### src/rtl/clos_cm_sync_buf.sv
// Output-buffered KN x KN crossbar: every output owns a FIFO and locks to one input for a whole packet.
// Define CLOS_CM_RR_EN for round-robin head arbitration; the default build uses fixed lowest-index priority.

module clos_cm_sync_port #(
    parameter int KN    = 5,
    parameter int DW    = 8,
    parameter int DEPTH = 4
) (
    input  logic             clk,
    input  logic             rst,
    input  logic [KN-1:0]    i_req,
    input  logic [KN*DW-1:0] i_data,
    input  logic [KN-1:0]    i_eof,
    output logic [KN-1:0]    o_grant,
    output logic [DW-1:0]    o_data,
    output logic             o_eof,
    output logic             o_valid,
    input  logic             i_ready
);
    localparam int OW = (KN > 1) ? $clog2(KN) : 1;
    localparam int AW = $clog2(DEPTH);
    localparam logic S_IDLE   = 1'b0;
    localparam logic S_LOCKED = 1'b1;

    logic          r_state;
    logic [OW-1:0] r_owner;
    logic [AW-1:0] r_wptr;
    logic [AW-1:0] r_rptr;
    logic [AW:0]   r_count;
    logic [DW:0]   r_mem [DEPTH];

    logic          w_full;
    logic          w_any;
    logic          w_push;
    logic          w_pop;
    logic          w_eof;
    logic [DW-1:0] w_data;
    logic [OW-1:0] w_win;
    logic [OW-1:0] w_src;

    // Eligibility looks at the registered count only, so a same-cycle pop never frees a slot.
    assign w_full = (r_count == (AW+1)'(DEPTH));
    assign w_any  = |i_req;

`ifdef CLOS_CM_RR_EN
    logic [OW-1:0] r_rrp;

    always_comb begin
        logic [OW:0] idx;
        idx   = '0;
        w_win = '0;
        for (int k = KN-1; k >= 0; k--) begin
            idx = {1'b0, r_rrp} + (OW+1)'(k);
            if (idx >= (OW+1)'(KN)) idx = idx - (OW+1)'(KN);
            if (i_req[idx[OW-1:0]]) w_win = idx[OW-1:0];
        end
    end

    always_ff @(posedge clk) begin
        if (rst)
            r_rrp <= '0;
        else if (w_push && r_state == S_IDLE)
            r_rrp <= (w_win == OW'(KN-1)) ? '0 : w_win + 1'b1;
    end
`else
    always_comb begin
        w_win = '0;
        for (int k = KN-1; k >= 0; k--)
            if (i_req[k]) w_win = OW'(k);
    end
`endif

    always_comb begin
        w_push  = 1'b0;
        w_src   = r_owner;
        o_grant = '0;
        if (!rst) begin
            if (r_state == S_IDLE) begin
                w_src  = w_win;
                w_push = w_any && !w_full;
            end else begin
                w_push = i_req[r_owner] && !w_full;
            end
        end
        if (w_push) o_grant[w_src] = 1'b1;
    end

    assign w_eof   = i_eof[w_src];
    assign w_data  = i_data[int'(w_src)*DW +: DW];
    assign o_valid = !rst && (r_count != '0);
    assign w_pop   = o_valid && i_ready;

    always_ff @(posedge clk) begin
        if (rst) begin
            r_state <= S_IDLE;
            r_owner <= '0;
            r_wptr  <= '0;
            r_rptr  <= '0;
            r_count <= '0;
        end else begin
            if (w_push) r_wptr <= r_wptr + 1'b1;
            if (w_pop)  r_rptr <= r_rptr + 1'b1;
            case ({w_push, w_pop})
                2'b10:   r_count <= r_count + 1'b1;
                2'b01:   r_count <= r_count - 1'b1;
                default: ;
            endcase
            if (w_push) begin
                if (r_state == S_IDLE && !w_eof) begin
                    r_state <= S_LOCKED;
                    r_owner <= w_src;
                end else if (r_state == S_LOCKED && w_eof) begin
                    r_state <= S_IDLE;
                end
            end
        end
    end

    always_ff @(posedge clk) begin
        if (w_push) r_mem[r_wptr] <= {w_eof, w_data};
    end

    assign {o_eof, o_data} = r_mem[r_rptr];
endmodule

module clos_cm_sync_buf #(
    parameter int KN    = 5,
    parameter int DW    = 8,
    parameter int DEPTH = 4
) (
    input  logic             clk,
    input  logic             rst,
    input  logic [KN*DW-1:0] in_data,
    input  logic [KN-1:0]    in_eof,
    input  logic [KN-1:0]    in_valid,
    input  logic [KN*KN-1:0] in_dst,
    output logic [KN-1:0]    in_ready,
    output logic [KN*DW-1:0] out_data,
    output logic [KN-1:0]    out_eof,
    output logic [KN-1:0]    out_valid,
    input  logic [KN-1:0]    out_ready
);
    logic [KN-1:0][KN-1:0] w_low;
    logic [KN-1:0][KN-1:0] w_req;
    logic [KN-1:0][KN-1:0] w_grant;

    // Only the lowest set destination bit counts, so each input targets at most one output.
    always_comb begin
        w_low = '0;
        w_req = '0;
        for (int i = 0; i < KN; i++)
            w_low[i] = in_dst[i*KN +: KN] & (~in_dst[i*KN +: KN] + KN'(1));
        for (int o = 0; o < KN; o++)
            for (int i = 0; i < KN; i++)
                w_req[o][i] = in_valid[i] & w_low[i][o];
    end

    always_comb begin
        in_ready = '0;
        for (int o = 0; o < KN; o++)
            in_ready = in_ready | w_grant[o];
    end

    for (genvar o = 0; o < KN; o++) begin : g_port
        clos_cm_sync_port #(
            .KN    (KN),
            .DW    (DW),
            .DEPTH (DEPTH)
        ) u_port (
            .clk     (clk),
            .rst     (rst),
            .i_req   (w_req[o]),
            .i_data  (in_data),
            .i_eof   (in_eof),
            .o_grant (w_grant[o]),
            .o_data  (out_data[o*DW +: DW]),
            .o_eof   (out_eof[o]),
            .o_valid (out_valid[o]),
            .i_ready (out_ready[o])
        );
    end
endmodule

### config.mk
export PLATFORM = sky130hd
export DESIGN_NAME = clos_cm_sync_buf
export DESIGN_NICKNAME = d
export VERILOG_FILES = /design/src/rtl/clos_cm_sync_buf.sv
export SDC_FILE = /design/constraint.sdc
export NUM_CORES = 1
export LEC_CHECK = 0
export CORE_MARGIN = 1.5
export CORE_UTILIZATION = 40
export CTS_CLUSTER_DIAMETER = 60
export DETAILED_ROUTE_END_ITERATION = 8
export DONT_BUFFER_PORTS = 1
export HOLD_SLACK_MARGIN = 0.02
export PLACE_DENSITY = 0.57
export SYNTH_ARGS = -nofsm -noshare
export SYNTH_HDL_FRONTEND = slang
export SYNTH_HIERARCHICAL = 1
export SYNTH_SLANG_ARGS = --single-unit
### constraint.sdc
create_clock -name clk -period 7.3 [get_ports clk]
set_input_delay 2.19 -clock clk [delete_from_list [all_inputs] [get_ports clk]]
set_output_delay 2.19 -clock clk [all_outputs]
set_load 0.005 [all_outputs]
---- Word level (Yosys, flattened, before mapping) ----
Memory sizes are Yosys's and may differ from the RTL's. A register that Yosys moved wholly into a read port is not among the register bits.
Cells that the tools add are included.
cells by class
  shift-type cells ........................ 5
  add/subtract/negate cells ............... 25
  reductions and logical operators ........ 76
  divide/modulo/power cells ............... 0
  multiply operators ...................... 0
  magnitude comparators ................... 15
  bitwise operators ....................... 44
  muxes and demuxes ....................... 115
  eq/ne operators ......................... 15
operator list
  kind                                                                                 count
  40-bit by 7-bit indexed part select with 8-bit output                                5
  3-bit 2-to-1 mux                                                                     35
  1-bit 2-to-1 mux                                                                     45
  3-bit by 4-bit less-than comparator with 1-bit output, second input constant         10
  1-bit logical AND                                                                    35
  1-bit binary-select mux with 3-bit select                                            10
  3-bit case mux with 2 select lines                                                   5
  5-bit by 1-bit adder with 5-bit output, second input constant                        5
  1-bit bitwise AND                                                                    25
  5-bit bitwise AND                                                                    5
  5-bit 2-to-1 mux                                                                     5
  5-bit inverter                                                                       5
  5-bit OR reduction                                                                   5
  2-bit by 1-bit adder with 2-bit output, second input constant                        10
  2-bit 2-to-1 mux                                                                     10
  5-bit OR                                                                             4
  2-bit AND reduction                                                                  10
  2-bit nonzero test                                                                   10
  3-bit by 1-bit adder with 3-bit output, second input constant                        5
  1-bit demux with 3-bit select                                                        5
  3-bit == test, second input constant                                                 5
  3-bit by 1-bit greater-or-equal comparator with 1-bit output, second input constant  5
  3-bit nonzero test                                                                   5
  3-bit by 1-bit subtractor with 3-bit output, second input constant                   5
  other kinds (4)                                                                      26
word-level totals
  memories kept ........................... 5
  memory bits (read-only) ................. 0
  RAM bits ................................ 180
  output and inout bits ................... 55
  bits in latches ......................... 0
  bits in registers ....................... 55
memories
  name                    depth  bits a word  read ports  clocked after memory_dff  write ports  RTL line  source
  g_port[0].u_port.r_mem  4      9            1           1                         1            30        logic [DW:0] r_mem [DEPTH];
  g_port[1].u_port.r_mem  4      9            1           1                         1            30
  g_port[2].u_port.r_mem  4      9            1           1                         1            30
  g_port[3].u_port.r_mem  4      9            1           1                         1            30
  g_port[4].u_port.r_mem  4      9            1           1                         1            30

---- Logic depth before layout (Yosys ltp) ----
Gate-level depths: netlist of run 1.
  word-level depth ........................ 20
  depth in mapped cells ................... 12

---- Modules after synthesis ----
The synthesis of run 1 kept the hierarchy.
by module, submodules not included
  module                                     area each (um2)  instances  cells an instance
  clos_cm_sync_port at g_port[0].u_port ...  2481.1           2          199
  clos_cm_sync_port at g_port[2].u_port      2837.7           1          263
  clos_cm_sync_port at g_port[3].u_port      2676.3           1          214
  clos_cm_sync_port at g_port[4].u_port      2553.7           1          194
  clos_cm_sync_buf                           456.7            1          55

---- Least setup slack after synthesis of run 1 ----
OpenSTA, ideal clock, no wires.
  path kind ............................... in2out
  start point ............................. input port in_dst[5]
  end point ............................... output port in_ready[0]
  cell stages on the path ................. 10
  required time ........................... 5.110 ns
  data arrival time ....................... 3.968 ns
  setup slack ............................. 1.142 ns
  cell sequence ........................... nand2b_4 > nor3b_1 > or2_2 > clkbuf_1 > buf_2 > o31a_1 > nand3_1 > nor2_1 > nor3_1 > nand2_1
RTL lines
  item         RTL line  source
  from (decl)  136       input logic [KN*KN-1:0] in_dst,
  to (decl)    137       output logic [KN-1:0] in_ready,

==> results.md, run 1 <==
- GRT Residual Overflow: 0
- Mapped Area: 0.01349 sq mm
- Hold Worst Slack: just under 500 ps
- Syn_area_per_cell: 12.00 sq um
- IO buf count: 0
- Power Density: ~270 mW/mm^2
- Ports: roughly 140
- Number of remaining DRC errors: 0
- CTS clk-pin slew, worst paths: ~60 ps
- Post-synth ARST share: 0%
- Die span in x: 186.6 microns
- WL per Instance: about 24 microns
- Initial Utilization: about two fifths
- IR drop worst, VDD: around 0.18 mV
- DP HPWL: between 20000 and 30000 microns
- Post-Syn Instances: ~1100
- Final Core Density: 44.08%
- Die height: 186.6 microns
- Synth-to-Final Area Change: 9.055%
- Post-synth net total: around 1200
- Fillers: between 3000 and 4000
- CTS tree: built
- Synth top area share: 40.08%
- Detail Route Antenna Nets: 0
- Slew headroom: between 20 and 30%
- FP Rows: 67
- Worst Path Max Fanout: 21
- Die area: 0.03483 sq mm
- Peak Freq: 0.1469 GHz
- Main flop type after synthesis: edfxtp_1
- Crit Path Category: in2out
- Post-synth EDFFs: between 150 and 200
- RSZ-0062 raised after global routing: false
- Hold Vio Cnt, Final: 0
- CORE AREA: between 0.03 and 0.04 sq mm
- TritonCTS Buffers: 29
- Initial DRC count: approximately 740
- Crit path cell chain: nand2b_4 > nor3b_1 > buf_4 > or2_2 > o32ai_2 > o21ai_1 > nor2_1 > nor2_1 > nand2_1
- Cts repair resizes: 0
- Fin crit share: approximately 93%
- Drt pass-1 iters: 5
- Final #Nets: ~1200
- Post-CTS Setup Repair Bufs: 0
- Yosys reg bits: ~250
- Max stage delay on crit path: around 760 ps
- Minimum clock period: just under 7000 ps
- Pin count of the biggest net entering global routing: 115
- Static leakage: 4.670 nW
- Slowest-stage cell, CP: nor3b_1
- Yosys cell types: between 90 and 100
- Top post-synthesis cells by count: edfxtp_1, nor2_1, inv_1, dfxtp_1, nand2_1
- Worst skew pair latency: between 500 and 600 ps
- Clock root buffer: clkbuf_16
- Vias in the first global route: between 9000 and 10000
- GRT Total Usage: approximately a fifth
- Synth top area cells: edfxtp_1, dfxtp_1, mux4_2, mux2i_1, nor2_1
- Status: finished clean
- Worst Path Buf+Inv: 1
- Hold_buf cts: 0
- Initial antenna violation count: 0
- First-pass GRT wire length: ~57000 microns
- Ratio of cells with drive above 1 in the final layout: ~15%
- Most frequent cell after synthesis: edfxtp_1
- Family with the most delay on the worst path: simple AND/OR/NAND/NOR gates
- Number of diodes: 0
- Max Slew Vio Count: 0
- Clock Skew: about 22 ps
- Startpoint Class: input port
- Htree depth: 1
- Warnings, synthesis: 6
- Final setup vio count: 0
- Vias: 9296
- Crit. End Element: primary output
- Worst EP required: 5110 ps
- Top cell by count, worst path: nor2_1
- Detailed Route WL: about 38000 microns
- Via-to-Cell Ratio: slightly below 6
- GPL Wtd Cong: around 0.93
- Clock Path Buffers: 3
- Fin Setup TNS: 0 ps
- Worst-Margin Slew: 1090 ps
- Synth area leader: edfxtp_1
- Worst hold path type: reg2reg
- Sequential area share after synthesis: between 40% and 50%
- Worst EP arrival: ~4600 ps
- Sink Count: 245
- Max Cap Viol: 0
area by class of cell:
type / instances / area (sq um) / area share, %
Clock buffer: 41 / 790.8 / 5.376
Clock inverter: 13 / 135.1 / 0.9188
Inverter: 84 / 315.3 / 2.144
Multi-Input combinational cell: 736 / 6125 / 41.64
Sequential cell: 245 / 6706 / 45.60
Tap cell: 448 / 560.5 / 3.811
Timing Repair Buffer: 10 / 75.07 / 0.5104
flip-flops by register name, summed over array words and instances (netlist names), named ones only:
register,flops
g_port.u_port/r_count,15
g_port.u_port/r_owner,15
g_port.u_port/r_mem,180
g_port.u_port/r_wptr,10
g_port.u_port/r_rptr,10
g_port.u_port/r_state,5
layer usage:
metal	share of wire (%)	vias to the layer above	wire length (microns)	track usage [%]
met2	45	380	16840	32.46
met5	0	-	0	0
met4	4.7	0	1785	10.08
li1	-	4283	-	-
met1	42	4545	15640	27.77
met3	9.1	88	3420	6.902
layout by cell type (no fill, tap or decap), drive strengths merged, types with 8 or more instances in the layout:
cell,count
clkinv,8
edfxtp,180
or2,8
clkbuf,41
nand4,15
nor2,106
mux4,46
a21oi,29
nand2,66
or3,9
nor4,13
nor2b,10
nand2b,15
buf,10
inv,86
a311oi,10
dfxtp,65
mux2i,54
ha,30
nor3b,19
nor3,35
and2,17
o221ai,15
nand3,13
o311a,9
a22oi,22
xnor2,9
xor2,13
o21ai,29
o41ai,9
o211ai,33
worst reg2reg max path: stages, from the launching register on:
cell     delay (ps)
dfxtp_1         660
mux4_2          410
a221o_1         350
nand3_1         390
ha_1            280
inv_1            60
fa_1            370
xor2_1          160
or3_1           300
a21oi_1         140
through the flow:
| stage | power (mW) | setup WS, ps | cell area [sq um] | std cells |
|---|---|---|---|---|
| 2_1_floorplan | 2.405 | 1142 | 13490 | 1124 |
| 3_3_place_gp | 2.610 | 455.9 | 13780 | 1523 |
| 3_5_place_dp | 2.631 | 409.1 | 13780 | 1523 |
| 4_1_cts | 4.006 | 417.4 | 14710 | 1577 |
| 5_1_grt | 4.168 | 348.9 | 14710 | 1577 |
| 6_report | 3.968 | 490.4 | 14710 | 1577 |
final timing paths:
check / from / endpoint / slack (ps) / cells after the start
setup / recovery: in_dst[5] / in_ready[3] / 490 / 9
setup reg to reg: g_port[2].u_port/r_owner[1] / g_port[2].u_port/r_count[2] / 4100 / 9
hold / removal: g_port[2].u_port/r_count[2] / g_port[2].u_port/r_count[2] / 490 / 2
hold reg to reg: g_port[2].u_port/r_count[2] / g_port[2].u_port/r_count[2] / 490 / 2
power by group:
part,leakage [nW],switching (mW),internal [mW]
Combinational,2.07,0.501,0.319
Sequential,2.16,0.0967,1.69
Clock,0.442,0.564,0.800
cell families after synthesis:
group                      count (synthesis)  share of synthesized area (%)
AOI/OAI and AO/OA                        221                          13.33
xor gates and xnor gates                  22                          1.429
adders and majority gates                 35                          3.525
buffers and inverters                    143                          4.861
DFF                                      245                          49.73
muxes                                    106                          12.19
and+or+nand+nor                          352                          14.94
Note: power is estimated with default switching activity, not from simulation.
==> run 2: changes to the inputs <==
Settings changed: CORE_ASPECT_RATIO set to 1.75.
==> run 2 against run 1 <==
  * Critical path type unchanged
  * Hold slack improved by 15 ps
  * Sequential share of layout area is 0.24 points higher
  * Highest routed layer unchanged
  * First-iteration DRC count fell by 29%
  * Power shrank 1.2%
  * Register-to-register slack got worse by 50 ps
  * Non-clock buffer count increased by 2
  * Die area increased by 0.13%
  * Cell area decreased by 0.52%
  * Clock power fell by 4%
==> results.md, run 2 (synthesis results as in run 1) <==
- Status: finished clean
- Hold Path End: g_port[4].u_port/r_count[2]
- Reg2reg start: g_port[2].u_port/r_state
- Peak Freq: 0.1468 GHz (about the same)
- Drt pass-1 iters: 6 (+1)
- Initial antenna violation count: 0 (unchanged)
- CTS tree: built
- Placed Instances: 1527 (+0.26%)
- Worst Path Max Fanout: 12 (-43%)
- P_sw: 1.133 mW (-2.5%)
- Hold Vio Cnt, Final: 0 (unchanged)
- Commonest cells after routing, fill and taps aside: edfxtp_1, nor2_1, inv_1, nand2_1, dfxtp_1
- CTS clk-pin slew, worst paths: 60 ps (about the same)
- CORE AREA: 0.03314 sq mm (-0.67%)
- Number of remaining DRC errors: 0 (unchanged)
- Detailed Route WL: 37200 microns (-1.3%)
- Largest regs: g_port.u_port/r_mem x180, g_port.u_port/r_count x15, g_port.u_port/r_owner x15
- Final Core Density: 44.15% (+0.066 points)
- Hold_buf cts: 0 (unchanged)
- Clock Path Buffers: 3 (unchanged)
- Slew headroom: 35.24% (+8.2 points)
- Design area: 0.01463 sq mm (-0.52%)
- First-pass GRT wire length: 56620 microns (about the same)
- Sequential share of power: 45.4% (+0.4 points)
- Worst EP required: 5110 ps (about the same)
- Biggest register: g_port.u_port/r_mem
- Minimum clock period: 6813 ps (+3.333 ps)
- Final setup vio count: 0 (unchanged)
- Cts repair resizes: 0 (unchanged)
- Slowest-stage cell, CP: nor3b_1
- GRT Residual Overflow: 0 (unchanged)
- Fin Setup TNS: 0 ps (unchanged)
- Fillers: 3044 (-3.0%)
- RSZ-0062 raised after global routing: false
- Max stage delay on crit path: 750 ps (about the same)
- TritonCTS Buffers: 23 (-21%)
- FP Rows: 88 (+31%)
- Detail Route Antenna Nets: 0 (unchanged)
- Flop-to-flop setup slack: 4050 ps (-50 ps)
- Clk pwr share: 33.5% (-0.9 points)
- IO buf count: 0 (unchanged)
- Worst skew pair latency: 550 ps (about the same)
- Sink Count: 245 (unchanged)
- Comb pwr share: 21.1% (+0.4 points)
- GPL Wtd Cong: 0.8933 (-3.8%)
- Worst EP arrival: 4620 ps (about the same)
- Hold Worst Slack: 501.8 ps (+14.88 ps)
- Crit Path Category: in2out
- Switching portion of total power: 28.89% (-0.38 points)
- Startpoint Class: input port
- Clock root buffer: clkbuf_16
- Placed cell areas: 0.01380 sq mm (+0.13%)
- Vias in the first global route: 9439 (+4.2%)
- Synth-to-Final Area Change: 8.488%
- Final #Nets: 1219 (-0.33%)
- DP Worst Slack: 569.5 ps (+160.4 ps)
- Power Density: 268.0 mW/mm^2 (-0.64%)
- Worst reg2reg path depth: 8 (-1)
- Die span in x: 141.8 microns (-24%)
- Fin crit share: 93.33% (about the same)
- DP HPWL: 28440 microns (+1.5%)
- FF-to-FF End: g_port[2].u_port/r_state
- Pin count of the biggest net entering global routing: 115 (unchanged)
- IR drop worst, VDD: 0.2236 mV (+27%)
- Worst-Margin Slew: 961.0 ps (-128.8 ps)
- Die area: 0.03487 sq mm (+0.13%)
- Via-to-Cell Ratio: 5.932 (+0.63%)
- Cell count of the worst hold path: 2 (unchanged)
- GRT Total Usage: 21.50% (+0.11 points)
- Clock Skew: 13.35 ps (-8.384 ps)
- WL per Instance: 23.71 microns (-0.77%)
- Ports: 137 (unchanged)
- Vias: 9307 (+0.12%)
- Most common cell after layout, fill and taps aside: edfxtp_1
- Worst hold path type: reg2reg
- Number of diodes: 0 (unchanged)
- Ratio of cells with drive above 1 in the final layout: 14.83% (-0.22 points)
- Initial Utilization: 40.69% (+0.27 points)
- Max Slew Vio Count: 0 (unchanged)
- Largest register FFs: 180 (unchanged)
- Tot Pwr: 3.922 mW (-1.2%)
- Initial DRC count: 520 (-29%)
- Post-route insts no fill: 1569 (-0.51%)
- Crit path cell chain: nand2b_4 > nor3b_1 > mux4_2 > a221o_1 > nand3_1 > nor2b_1 > nor3_1 > nand2_1
- Htree depth: 1 (unchanged)
- Static leakage: 4.638 nW (-0.69%)
- Int Power: 2.789 mW (-0.62%)
- Die height: 245.9 microns (+32%)
- Post-CTS Setup Repair Bufs: 0 (unchanged)
- Max Cap Viol: 0 (unchanged)
- Crit. End Element: primary output
- Setup WS post-layout: 487.1 ps (-3.333 ps)
- Worst hold start: g_port[4].u_port/r_count[2]
-- run 2: changes by cell type in the layout (fill, tap and decap cells not counted) --
cell,previous run,this run
clkinv_8,3,0
inv_8,1,0
buf_4,10,12
bufinv_16,1,5
clkbuf_8,2,0
clkinv_1,3,4
clkbuf_16,29,24
clkinvlp_4,2,1
inv_16,0,1
clkinv_4,0,1
clkbuf_1,10,3
-- run 2: power by group through the flow --
stage	registers (mW)	clock network, mW	logic, mW
2_1_floorplan	1.76	0	0.648
6_report	1.78	1.31	0.827
5_1_grt	1.80	1.39	0.910
4_1_cts	1.78	1.35	0.833
3_3_place_gp	1.81	0	0.812
3_5_place_dp	1.81	0	0.828
-- run 2: area by class of cell --
cell class	count	area [sq um]	share of cell area, %
clock buffers	27	611.8	4.182
multi-input cells	736	6125	41.86
well taps	450	563.0	3.848
inverters	84	315.3	2.155
flip-flops and latches	245	6706	45.84
repair buffers	12	90.09	0.6157
clock inverters	15	220.2	1.505
-- run 2: worst max-delay path by stage --
stage	start	to	slack (ps)	cells after the start
6_report	in_dst[0]	in_ready[1]	490	8
4_1_cts	in_dst[0]	in_ready[4]	530	8
2_1_floorplan	in_dst[5]	in_ready[0]	1140	10
3_5_place_dp	in_dst[0]	in_ready[4]	570	8
3_3_place_gp	in_dst[0]	in_ready[1]	600	8
5_1_grt	in_dst[0]	in_ready[1]	330	8
-- run 2: critical path: cells and delay by family --
kind	cells	cell delay [ps]
AO/OA/AOI/OAI	1	200
multiplexers	1	420
AND/OR/NAND/NOR	6	1800
-- run 2: per-layer routing --
metal	part of all wire, %	global-route usage (%)	wire, microns
met1	34	22.05	12690
met5	0	0	0
met2	54	39.64	19920
met4	5.6	11.89	2076
met3	6.8	5.063	2514
==> run 3: changes to the inputs <==
Settings changed: CORE_MARGIN 1.5 to unset, CTS_CLUSTER_SIZE set to 8.
==> run 3 against run 2 <==
  * Utilization up 0.55 points
  * Critical endpoint is now in_ready[2]
  * Wire length fell by 0.53%
  * Power rose by 5.1%
  * Sequential power barely moved
  * Hold slack lost 3.3 ps
  * Largest cell class unchanged
==> results.md, run 3 (synthesis results as in run 1) <==
- Wire length on met2: 19710 microns (-1.1%)
- RSZ-0062 raised after global routing: false
- Initial antenna violation count: 0 (unchanged)
- WL per Instance: 23.95 microns (+1.0%)
- Slew headroom: 33.65% (-1.6 points)
- Fillers: 3104 (+2.0%)
- CTS tree: built
- Detailed Route WL: 37000 microns (-0.53%)
- Clock Path Buffers: 3 (unchanged)
- TritonCTS Buffers: 36 (+57%)
- Htree depth: 2 (+1)
- Max stage delay on crit path: 720 ps (-30 ps)
- Worst-Margin Slew: 984.5 ps (+23.54 ps)
- IR drop worst, VDD: 0.1785 mV (-20%)
- Minimum clock period: 6794 ps (-18.47 ps)
- GRT Residual Overflow: 0 (unchanged)
- Placed cell areas: 0.01373 sq mm (-0.52%)
- Die area: 0.03448 sq mm (-1.1%)
- Fin crit share: 93.08% (-0.25 points)
- Hold Vio Cnt, Final: 0 (unchanged)
- Hold_buf cts: 0 (unchanged)
- Ports: 137 (unchanged)
- Crit. End Element: primary output
- Clock root buffer: clkbuf_16
- First-pass GRT wire length: 55970 microns (-1.1%)
- CTS clk-pin slew, worst paths: 50 ps (about the same)
- Worst Path Max Fanout: 12 (unchanged)
- Biggest register: g_port.u_port/r_mem
- Largest regs: g_port.u_port/r_mem x180, g_port.u_port/r_count x15, g_port.u_port/r_owner x15
- Via-to-Cell Ratio: 6.014 (+1.4%)
- Startpoint Class: input port
- GPL Wtd Cong: 0.8974 (+0.46%)
- Max Cap Viol: 0 (unchanged)
- Vias: 9291 (-0.17%)
- Worst skew pair latency: 520 ps (-30 ps)
- FP Rows: 88 (unchanged)
- Peak Freq: 0.1472 GHz (+0.27%)
- Routed met3 length: 2408 microns (-4.2%)
- Crit path cell chain: nand2b_4 > nor3b_1 > mux4_2 > a221o_1 > nand3_1 > nor2_1 > nor3_1 > nand2_1
- Design area: 0.01477 sq mm (+0.92%)
- Worst EP arrival: 4600 ps (-20 ps)
- Worst Path Buf+Inv: 0 (unchanged)
- Cell count of the worst hold path: 2 (unchanged)
- Slowest-stage cell, CP: nor3b_1
- DP HPWL: 27980 microns (-1.6%)
- Die span in x: 140.8 microns (-0.71%)
- Met1 WL: 13030 microns (+2.6%)
- Sink Count: 245 (unchanged)
- Commonest cells after routing, fill and taps aside: edfxtp_1, nor2_1, inv_1, nand2_1, dfxtp_1
- Status: finished clean
- Top Layer Used: met4
- Final #Nets: 1230 (+0.90%)
- Family with the most delay on the worst path: simple AND/OR/NAND/NOR gates
- Cts repair resizes: 0 (unchanged)
- Detail Route Antenna Nets: 0 (unchanged)
- Ratio of cells with drive above 1 in the final layout: 14.74% (-0.098 points)
- Initial DRC count: 520 (unchanged)
- Largest register FFs: 180 (unchanged)
- Fin Setup TNS: 0 ps (unchanged)
- Vias in the first global route: 9260 (-1.9%)
- Die height: 244.9 microns (-0.41%)
- Static leakage: 4.720 nW (+1.8%)
- Post-CTS Setup Repair Bufs: 0 (unchanged)
- Worst EP required: 5110 ps (about the same)
- Pin count of the biggest net entering global routing: 115 (unchanged)
- Drt pass-1 iters: 5 (-1)
- Max Slew Vio Count: 0 (unchanged)
- Number of diodes: 0 (unchanged)
- Clock Skew: 16.04 ps (+2.696 ps)
- Crit Path Category: in2out
- Number of remaining DRC errors: 0 (unchanged)
- Power Density: 279.2 mW/mm^2 (+4.2%)
- Hold Worst Slack: 498.5 ps (-3.275 ps)
- Initial Utilization: 40.83% (+0.14 points)
- CORE AREA: 0.03303 sq mm (-0.33%)
- Most common cell after layout, fill and taps aside: edfxtp_1
- Synth-to-Final Area Change: 9.481%
- IO buf count: 0 (unchanged)
- Final setup vio count: 0 (unchanged)
- Worst hold path type: reg2reg
- CP Depth: 8 (unchanged)
- GRT Total Usage: 21.73% (+0.23 points)
- Worst reg2reg path depth: 9 (+1)
run 3: cell count changes in the layout (fill, tap and decap cells not counted), sizes merged:
cell / before / now
bufinv: 5 / 0
clkinvlp: 1 / 0
inv: 86 / 85
buf: 12 / 10
clkinv: 7 / 1
clkbuf: 27 / 63
run 3: report_power, final:
part           internal (mW)  switching [mW]  total [mW]
Clock                  0.933           0.582        1.52
Combinational          0.318           0.502       0.820
Sequential              1.69          0.0974        1.79
run 3: area by class of cell:
class	instances	area [sq um]	share of cell area, %
inverter	84	315.3	2.135
tap	405	506.7	3.432
clock buffer	63	1012	6.855
sequential	245	6706	45.42
clock inverter	2	25.02	0.1695
timing repair buffer	10	75.07	0.5084
multi-input combinational	736	6125	41.48
run 3: worst paths after layout:
| check | endpoint | slack [ps] | from |
|---|---|---|---|
| worst max-delay path | in_ready[2] | 510 | in_dst[15] |
| worst min-delay path | g_port[3].u_port/r_count[2] | 500 | g_port[3].u_port/r_count[2] |
| worst max register to register | g_port[2].u_port/r_count[2] | 4030 | g_port[2].u_port/r_owner[0] |
| worst min register to register | g_port[3].u_port/r_count[2] | 500 | g_port[3].u_port/r_count[2] |
run 3: metal layers:
metal / vias up / GRT usage (%)
li1: 4291 / -
met1: 4593 / 22.30
met2: 317 / 40.15
met3: 90 / 5.696
met4: 0 / 11.09
met5: - / 0
run 3: worst min-delay path: stages, from the launching register on:
cell and delay [ps]:
dfxtp_1 320, o21ai_0 70, a21oi_1 60
run 3: metrics by stage:
stage	worst slack (ps)	utilization, %	cells	power [mW]
finish	505.5	44.70	1545	4.122
global route	404.2	44.70	1545	4.313
CTS	561.6	44.70	1545	4.171
detailed placement	559.6	41.56	1480	2.637
global placement	633.5	41.56	1480	2.621
floorplan	1142	-	1124	2.405
